===== src/rtl/counter_chain_sched_pkg.sv =====
// counter_pkg: FSM state encoding and count-width helper shared by the popcount scheduler.
package counter_pkg;
  typedef enum logic [1:0] {IDLE, RUN, HOLD} state_t;
  function automatic int cnt_w(input int w);
    return $clog2(w) + 1;
  endfunction
endpackage


===== src/rtl/counter_chain_sched_slice_counter.sv =====
// slice_counter: combinational popcount of one slice; swap point for a generalized-counter chain.
module slice_counter import counter_pkg::*; #(
  parameter int SLICE_W = 8
) (
  input  logic [SLICE_W-1:0]       bits,
  output logic [$clog2(SLICE_W):0] count
);
  localparam int CW = cnt_w(SLICE_W);
  always_comb begin
    count = '0;
    for (int i = 0; i < SLICE_W; i++) count = count + CW'(bits[i]);
  end
endmodule


===== src/rtl/counter_chain_sched.sv =====
// counter_chain_sched: sliced popcount with valid/ready handshakes, one slice per cycle.
// Optional threshold compare enabled by defining COUNTER_CHAIN_SCHED_THRESH_EN.
module counter_chain_sched import counter_pkg::*; #(
  parameter string OUTREG  = "FALSE",
  parameter int    IN_W    = 64,
  parameter int    SLICE_W = 8
) (
  input  logic                  clk,
  input  logic                  rst_n,
  input  logic                  in_valid,
  output logic                  in_ready,
  input  logic [IN_W-1:0]       in_data,
  output logic                  out_valid,
  input  logic                  out_ready,
  output logic [$clog2(IN_W):0] out_count,
  output logic                  busy
`ifdef COUNTER_CHAIN_SCHED_THRESH_EN
  ,
  input  logic [$clog2(IN_W):0] thresh,
  output logic                  out_ge
`endif
);
  localparam int N  = IN_W / SLICE_W;
  localparam int CW = cnt_w(IN_W);
  localparam int SW = cnt_w(SLICE_W);
  localparam int XW = cnt_w(N);
  state_t state, state_nx;
  logic [XW-1:0] idx;
  logic [CW-1:0] acc;
  logic [IN_W-1:0] shadow;
  logic [SW-1:0] slice_cnt;
  logic accept, last, done;
  slice_counter #(.SLICE_W(SLICE_W)) u_slice (
    .bits  (shadow[idx*SLICE_W +: SLICE_W]),
    .count (slice_cnt)
  );
  assign in_ready = state == IDLE;
  assign busy     = state != IDLE;
  assign accept   = in_ready && in_valid;
  assign last     = idx == XW'(N - 1);
  assign done     = out_valid && out_ready;
  always_comb begin
    state_nx = state == IDLE ? (in_valid ? RUN : IDLE) :
               state == RUN  ? (last ? HOLD : RUN) :
                               (done ? IDLE : HOLD);
  end
  always_ff @(posedge clk or negedge rst_n) begin
    if (!rst_n) begin
      state  <= IDLE;
      idx    <= '0;
      acc    <= '0;
      shadow <= '0;
    end else begin
      state <= state_nx;
      if (accept) begin
        shadow <= in_data;
        acc    <= '0;
        idx    <= '0;
      end else if (state == RUN) begin
        acc <= acc + CW'(slice_cnt);
        idx <= idx + XW'(1);
      end
    end
  end
  generate
    if (OUTREG == "TRUE") begin : g_reg
      // HOLD persists until the registered valid is consumed, adding exactly one cycle.
      always_ff @(posedge clk or negedge rst_n) begin
        if (!rst_n) begin
          out_valid <= 1'b0;
          out_count <= '0;
        end else begin
          out_valid <= state == HOLD && !done;
          out_count <= acc;
        end
      end
    end else begin : g_comb
      assign out_valid = state == HOLD;
      assign out_count = acc;
    end
  endgenerate
`ifdef COUNTER_CHAIN_SCHED_THRESH_EN
  logic [CW-1:0] thresh_r;
  always_ff @(posedge clk or negedge rst_n) begin
    if (!rst_n) thresh_r <= '0;
    else if (accept) thresh_r <= thresh;
  end
  assign out_ge = out_valid && out_count >= thresh_r;
`endif
endmodule


===== config.mk =====
export PLATFORM = sky130hd
export DESIGN_NAME = counter_chain_sched
export DESIGN_NICKNAME = d
export VERILOG_FILES = /design/src/rtl/counter_chain_sched_pkg.sv /design/src/rtl/counter_chain_sched_slice_counter.sv /design/src/rtl/counter_chain_sched.sv
export SDC_FILE = /design/constraint.sdc
export NUM_CORES = 1
export LEC_CHECK = 0
export ABC_AREA = 0
export CORE_MARGIN = 3
export CORE_UTILIZATION = 50
export CTS_CLUSTER_DIAMETER = 50
export CTS_CLUSTER_SIZE = 20
export DETAILED_ROUTE_END_ITERATION = 6
export GPL_TIMING_DRIVEN = 1
export PLACE_DENSITY = 0.78
export SLEW_MARGIN = 20
export SYNTH_ARGS = -nofsm -noshare
export SYNTH_HDL_FRONTEND = slang
export SYNTH_SLANG_ARGS = --single-unit

===== constraint.sdc =====
create_clock -name clk -period 9.5 [get_ports clk]
set_input_delay 1.425 -clock clk [delete_from_list [all_inputs] [get_ports clk]]
set_output_delay 1.425 -clock clk [all_outputs]
set_load 0.01 [all_outputs]

# == Word level (Yosys, flattened, before mapping) ==
# Cells that the tools add are included.
# totals
ff_bits,77
in_bits,68
output_inout_bits,10
wordCells,31
# classes
addsub,9
eq_ne,3
shifts,1
muxes,9
reduce_logical,5
# ops
cell,count
64-bit by 8-bit variable part select with 8-bit output,1
4-bit by 1-bit adder with 4-bit output,6
7-bit two-way mux,2
2-bit two-way mux,4
4-bit two-way mux,2
7-bit by 4-bit adder with 7-bit output,1
4-bit by 1-bit adder with 4-bit output (second input constant),1
4-bit by 3-bit == test with 1-bit output (second input constant),1
2-bit nonzero test,2
1-bit by 1-bit adder with 2-bit output,1
2-bit by 1-bit == test with 1-bit output (second input constant),1
2-bit == test (second input constant),1
1-bit logical AND,2
2-bit logical NOT,1
1-bit two-way mux,1

# == Longest topological paths before layout ==
# Gate-level depths: netlist of the first run.
# logic_depth
ltp_word,11
ltp_mapped,16

# == Hierarchy ==
# Synthesis of the first run repeated with hierarchy kept, for this count alone.
# unflattened
hier_cells,400
area_unflattened_um2,3809.9
# by_module_without_submodules
module,n_inst,cells_each,area_per_inst_um2,seq_area_each_um2
counter_chain_sched,1,376,3619.7,1926.8
slice_counter,1,24,190.2,0.0

# == Worst setup path after synthesis of the first run ==
# Ideal clock, no wire load.
# synth_timing
path_kind,register to register
startpoint,reg idx[0]
endpoint,"reg acc[6], in the netlist out_count[6]"
arrival_time_ps,4620
path_slack_ps,4784
stages_incl_launch_ff,16
cell_sequence,dfrtp_1 -> buf_6 -> mux4_1 -> a22o_1 -> ha_1 -> inv_1 -> fa_1 -> fa_1 -> fa_1 -> fa_1 -> inv_1 -> fa_1 -> a21o_1 -> a21oi_1 -> o211ai_1 -> o31ai_1
# synth_between
elab_chain_cells,11
# synth_lines
item,line,source
start: declaration,counter_chain_sched.sv:28,logic [XW-1:0] idx;
start signal: assignment,counter_chain_sched.sv:61,idx <= idx + XW'(1);
64-bit by 8-bit variable part select with 8-bit output (*),counter_chain_sched.sv:34,".bits (shadow[idx*SLICE_W +: SLICE_W]),"
1-bit by 1-bit adder with 2-bit output,counter_chain_sched_slice_counter.sv:11,for (int i = 0; i < SLICE_W; i++) count = count + CW'(bits[i]);
4-bit by 1-bit adder with 4-bit output (5 in a row),counter_chain_sched_slice_counter.sv:11,
4-bit by 1-bit adder with 4-bit output (*),counter_chain_sched_slice_counter.sv:11,
7-bit by 4-bit adder with 7-bit output (*),counter_chain_sched.sv:60,acc <= acc + CW'(slice_cnt);
7-bit two-way mux (*),counter_chain_sched.sv:59,end else if (state == RUN) begin
7-bit two-way mux (*),counter_chain_sched.sv:55,if (accept) begin
end signal: assignment,counter_chain_sched.sv:60,
end: declaration,counter_chain_sched.sv:29,logic [CW-1:0] acc;
# Every way passes the cells marked *; elsewhere a longest branch is shown, timed or not. The select of a mux whose other input is x is not followed.
# A chain may end at the register's enable or synchronous reset.

# == Worst setup path after layout of the first run ==
# Ends and elaborated chain as after synthesis.

==> results.tsv, run 1 <==
metric	value	unit
hold_viol_final	0	
design.die.area	8630	µm²
cts_tree	yes	
multi_input_comb_area	1690	µm²
yosysTopAreaCellShare	51.0	%
crit_start	idx[0]$_DFFE_PN0P_	
max_freq	183	MHz
drv_cap	0	
synth_area	3780	µm²
seqCellArea	1930	µm²
cts_num_sinks	77	
min_period	5.46	ns
ys_async_sr_fraction	100	%
first_pass_iters	4	
power.switching	0.850	mW
fin_crit_sh	57.5	%
p_per_area	419	nW/µm²
final_nets	540	
crit_path_end	out_count[6]$_DFFE_PN0P_	
grt_max_degree	78	
yosysWarningCount	0	
port_buffers	77	
post_cts_resized	0	
hpwlAfterDp	5820	µm
drt_iter0_drc	126	
wl_per_cell	14.7	µm
drv_slew	0	
path_clk_slew	0.07	ns
synth_nets	472	
syn2layout_area_growth	24.5	%
finalNonFillerCells	560	
reg2reg_depth	15	
synth_common_cells	nand2_1 (204), dfrtp_1 (77), ha_1 (9), mux4_1 (9)	
nFillCells	586	
drive_above_1_share	5.64	%
clk-insertion-delay-late	0.35	ns
setup_viol	0	
crit_path_end_kind	register	
fin_setup_tns	0	ns
coreArea	7290	µm²
grt_pass1_vias	2888	
dp_cells	546	
crit_path_start_kind	register	
r2r_start	idx[0]$_DFFE_PN0P_	
synth_most_common_cell	nand2_1	
required	9.76	ns
crit_type	reg -> reg	
h-tree-depth	3	
leakage	2.33	nW
clock_path_buffers	2	
cts_buffers	9	
hold_buffers	0	
cp_max_fo	11	
synth_cell_types	34	
ios	78	
grt_overflow	0	
synth-seq-cells	77	
initial_core_util	51.8	%
antenna_found_initial	0	
syn_area_per_cell	9.69	µm²
ir_worst_vdd	0.301	mV
via_count	2889	
hp-class	reg -> reg	
synthCells	390	
worst_slew_pin_slew	0.939	ns
timing.rr.end	out_count[6]$_DFFE_PN0P_	
rrSetupSlack	4.04	ns
die_x	92.9	µm
ys_seq_area_share	51.0	%
slew_headroom	37.4	%
comb_power_share	59.1	%
finalClockSkew	0.00570	ns
seq_power_share	30.7	%
yosys-top-cells-area	dfrtp_1 (51%), nand2_1 (20%), mux4_1 (6.3%)	
drc	0	
gp_congestion	0.837	
ctsRootBufferMaster	clkbuf_8	
dpl_cell_area	4560	µm²
p_int	1.12	mW
final_area	4700	µm²
synth_top_flop_cell	dfrtp_1	
status	finished clean	
clkPwrFrac	10.2	%
via_per_inst	5.16	
wl	8230	µm
synth_largest_area_cell	dfrtp_1	
synth_edf_count	0	
crit_arrival	5.72	ns
diodes	0	
die_h	92.9	µm
swShare	43.1	%
rsz0062_at_grt	no	
finalPower	1.97	mW
grt_pass1_wl	13800	µm
ant_nets	0	
rows	31	
cts_setup_buffers	0	
holdWs	0.472	ns
globalRouteTotalUtil	20.5	%
cells by family (layout without fill, tap and decap cells):
logic type	Yosys count	after routing	share of synthesized area, %
simple gates	223	223	23.0
xor+xnor	2	2	0.464
flops	77	77	51.0
buf+inv	30	101	4.27
compound gates	27	27	4.94
fa+ha+maj	14	14	5.63
mux	17	17	10.7
metrics by stage:
step                      utilization (%)  worst slack (ns)
after floorplan                         -              4.78
after global placement               62.5              4.19
after detailed placement             62.5              4.04
after CTS                            64.5              4.00
after global routing                 64.5              3.79
final                                64.5              4.04
worst max-delay path, stage by stage, from the launching register on:
cell and delay (ns):
dfrtp_1 0.65, buf_4 0.31, mux4_1 0.58, a22o_1 0.25, ha_1 0.27, inv_1 0.05
fa_1 0.50, fa_1 0.52, fa_1 0.48, fa_1 0.50, inv_1 0.07, fa_1 0.44
a21o_1 0.21, a21oi_1 0.28, o211ai_1 0.15, o31ai_1 0.11
flip-flops by register name, summed over array words and instances, names as in the netlist:
| signal | cells |
|---|---|
| state | 2 |
| shadow | 64 |
| out_count | 7 |
| idx | 4 |
cell type report:
type | count | area share, %
repair buffers | 79 | 16.6
inverters | 8 | 0.638
multi-input cells | 283 | 36.0
clock buffers | 11 | 2.79
flip-flops and latches | 77 | 41.0
well taps | 99 | 2.63
clock inverters | 3 | 0.319
power by group through the flow:
stage	registers [mW]	logic, mW	clock network, mW
floorplan	0.556	0.925	0
finish	0.605	1.16	0.201
CTS	0.603	1.18	0.201
global route	0.624	1.34	0.216
global placement	0.601	1.07	0
detailed placement	0.603	1.17	0
how the worst min path moves through the flow:
stage	from	endpoint	slack [ns]	depth (start not counted)
after global placement	shadow[34]$_DFFE_PN0P_	shadow[34]$_DFFE_PN0P_	0.45	2
after global routing	shadow[19]$_DFFE_PN0P_	shadow[19]$_DFFE_PN0P_	0.50	2
after floorplan	shadow[40]$_DFFE_PN0P_	shadow[40]$_DFFE_PN0P_	0.44	2
final	shadow[34]$_DFFE_PN0P_	shadow[34]$_DFFE_PN0P_	0.47	2
after CTS	shadow[34]$_DFFE_PN0P_	shadow[34]$_DFFE_PN0P_	0.47	2
after detailed placement	shadow[34]$_DFFE_PN0P_	shadow[34]$_DFFE_PN0P_	0.46	2
layout by cell type, fill, tap and decap left out, types with 2 or more instances in the layout:
cell type	netlist	routed
nor2b_1	4	4
clkinv_2	0	3
clkdlybuf4s50_1	0	76
inv_1	8	8
mux4_2	7	7
ha_1	9	9
xnor2_1	2	2
nor2_1	4	4
o211ai_1	3	3
clkbuf_8	0	9
a22oi_1	5	5
o31ai_1	3	3
a22o_1	2	2
nand2_1	204	203
o21ai_0	7	7
mux4_1	9	9
clkbuf_1	6	2
fa_1	5	5
nand3_1	6	6
dfrtp_1	77	77
a21oi_1	2	2
buf_4	4	3
layer usage:
layer	part of all wire, %	vias up	GRT usage (%)
met2	51	78	34.4
met4	2.3	0	7.08
met1	43	1390	26.6
met5	0	-	0
li1	-	1401	-
met3	4.4	20	4.06
(Power assumes the default switching activity.)
==> run 2: changes to the inputs <==
--- a/config.mk
+++ b/config.mk
@@ -7,12 +7,12 @@
 export LEC_CHECK = 0
 export ABC_AREA = 0
 export CORE_MARGIN = 3
-export CORE_UTILIZATION = 50
+export CORE_UTILIZATION = 46
 export CTS_CLUSTER_DIAMETER = 50
 export CTS_CLUSTER_SIZE = 20
 export DETAILED_ROUTE_END_ITERATION = 6
 export GPL_TIMING_DRIVEN = 1
-export PLACE_DENSITY = 0.78
+export PLACE_DENSITY = 0.76
 export SLEW_MARGIN = 20
 export SYNTH_ARGS = -nofsm -noshare
 export SYNTH_HDL_FRONTEND = slang
==> constraint.sdc (replaced) <==
create_clock -name clk -period 4.8 [get_ports clk]
set_input_delay 0.72 -clock clk [delete_from_list [all_inputs] [get_ports clk]]
set_output_delay 0.72 -clock clk [all_outputs]
set_load 0.01 [all_outputs]
==> run 2 against run 1 <==
Net effect: critical path type unchanged; sequential cell count did not move; non-clock buffer count is 13 higher; register-to-register slack worse by 3.9 ns; largest cell class unchanged; global-route usage decreased by 1.4 points; via count rose by 1.9%.
==> results.tsv, run 2 (synthesis results as in run 1) <==
metric	value	unit
status	finished clean	
clk-insertion-delay-late	0.35	ns
design.die.area	9340	µm²
wl	8560	µm
drt_iter0_drc	210	
hp-class	reg -> reg	
finalClockSkew	0.00833	ns
leakage	2.38	nW
layout_common_cells	nand2_1 (203), dfrtp_1 (76), clkdlybuf4s50_1 (76), buf_4 (16), mux4_2 (11)	
largest-register	shadow	
grt_pass1_wl	14500	µm
h-tree-depth	3	
final_nets	553	
slew_headroom	36.2	%
drv_cap	0	
p_per_area	915	nW/µm²
initial_core_util	48.1	%
hpwlAfterDp	6060	µm
crit_arrival	4.88	ns
via_count	2943	
clock_path_buffers	2	
largest_reg_flops	64	
hold_viol_final	0	
max_freq	215	MHz
diodes	0	
ios	78	
seqCellArea	1930	µm²
reg.largest.list	shadow: 64 flops, out_count: 7 flops, idx: 4 flops	
dpl_cell_area	4610	µm²
cts_buffers	9	
syn2layout_area_growth	28.9	%
gp_congestion	0.807	
multi_input_comb_area	1710	µm²
first_pass_iters	4	
ant_nets	0	
layout_commonest_cell	nand2_1	
hold_buffers	0	
hold_start	shadow[58]$_DFFE_PN0P_	
globalRouteTotalUtil	19.1	%
port_buffers	77	
drc	0	
crit_start	idx[0]$_DFFE_PN0P_	
worst_slew_pin_slew	0.957	ns
nFillCells	688	
die_x	96.6	µm
cts_num_sinks	77	
post-route-util	62.1	%
cp_max_fo	7	
antenna_found_initial	0	
fin_crit_sh	96.8	%
grt_overflow	0	
wl_per_cell	14.8	µm
final_area	4870	µm²
die_h	96.6	µm
r2r_start	idx[0]$_DFFE_PN0P_	
place_ws	-0.254	ns
ctsRootBufferMaster	clkbuf_8	
ir_worst_vdd	0.655	mV
crit_path_start_kind	register	
cts_tree	yes	
coreArea	7850	µm²
drive_above_1_share	10.9	%
path_clk_slew	0.08	ns
crit_path_end_kind	register	
crit_type	reg -> reg	
drv_slew	0	
min_period	4.65	ns
finalPower	4.45	mW
holdWs	0.473	ns
grt_pass1_vias	3096	
setup_viol	0	
grt_max_degree	78	
rows	32	
via_per_inst	5.09	
fin_ws	0.152	ns
required	5.03	ns
## run 2: changes by cell type in the layout (fill, tap and decap cells not counted), moves of 2 or more
cell	change
buf_4	+13
mux4_1	-4
mux4_2	+4
clkinvlp_4	+2
fa_1	-2
fa_2	+2
## run 2: final timing paths
| path | end | slack [ns] | cells after the start |
|---|---|---|---|
| worst min register to register | shadow[58]$_DFFE_PN0P_ | 0.47 | 2 |
| worst max-delay path | out_count[5]$_DFFE_PN0P_ | 0.15 | 14 |
| max in group asynchronous | idx[0]$_DFFE_PN0P_ | 3.61 | 1 |
| min in group asynchronous | shadow[11]$_DFFE_PN0P_ | 0.51 | 1 |
| worst min-delay path | shadow[58]$_DFFE_PN0P_ | 0.47 | 2 |
| worst max register to register | out_count[5]$_DFFE_PN0P_ | 0.15 | 14 |
## run 2: timing repair
item                                    4_1_cts  5_1_grt
gates cloned                                  0        0
pin swaps                                     1        7
endpoints found under the setup margin        4        4
setup buffers                                 2        4
gates resized for setup                       5        6
## run 2: layout make-up
class	count	area share (%)
flip-flops and latches	77	39.6
multi-input cells	283	35.2
repair buffers	92	18.1
clock buffers	10	2.62
well taps	102	2.62
clock inverters	6	1.31
inverters	8	0.616
## run 2: power by group
| part | internal, mW | leakage (nW) | switching [mW] | total (mW) |
|---|---|---|---|---|
| Clock | 0.239 | 0.0923 | 0.240 | 0.479 |
| Combinational | 1.38 | 1.33 | 1.43 | 2.81 |
| Sequential | 0.964 | 0.961 | 0.202 | 1.17 |
## run 2: routing by layer
layer	up-vias	global-route usage, %	part of all wire [%]
met5	-	0	0
met4	0	7.56	2.3
li1	1426	-	-
met3	18	4.18	4.3
met2	79	31.1	50
met1	1420	24.9	43
## run 2: per-stage QoR
| step | std cells | TNS, ns |
|---|---|---|
| floorplan | 390 | 0 |
| global placement | 556 | -0.0649 |
| detailed placement | 556 | -0.631 |
| CTS | 574 | 0 |
| global route | 578 | -0.0328 |
| finish | 578 | 0 |
## run 2: worst max-delay path, stage by stage (launching register included)
cell and delay [ns]:
dfrtp_2 0.47, mux4_2 0.54, a22o_1 0.25, ha_1 0.29
inv_1 0.07, fa_1 0.43, fa_1 0.49, fa_2 0.37
fa_1 0.38, xnor2_1 0.26, ha_1 0.27, a211oi_2 0.07
nor3b_1 0.32, o211ai_1 0.17, mux2i_1 0.16
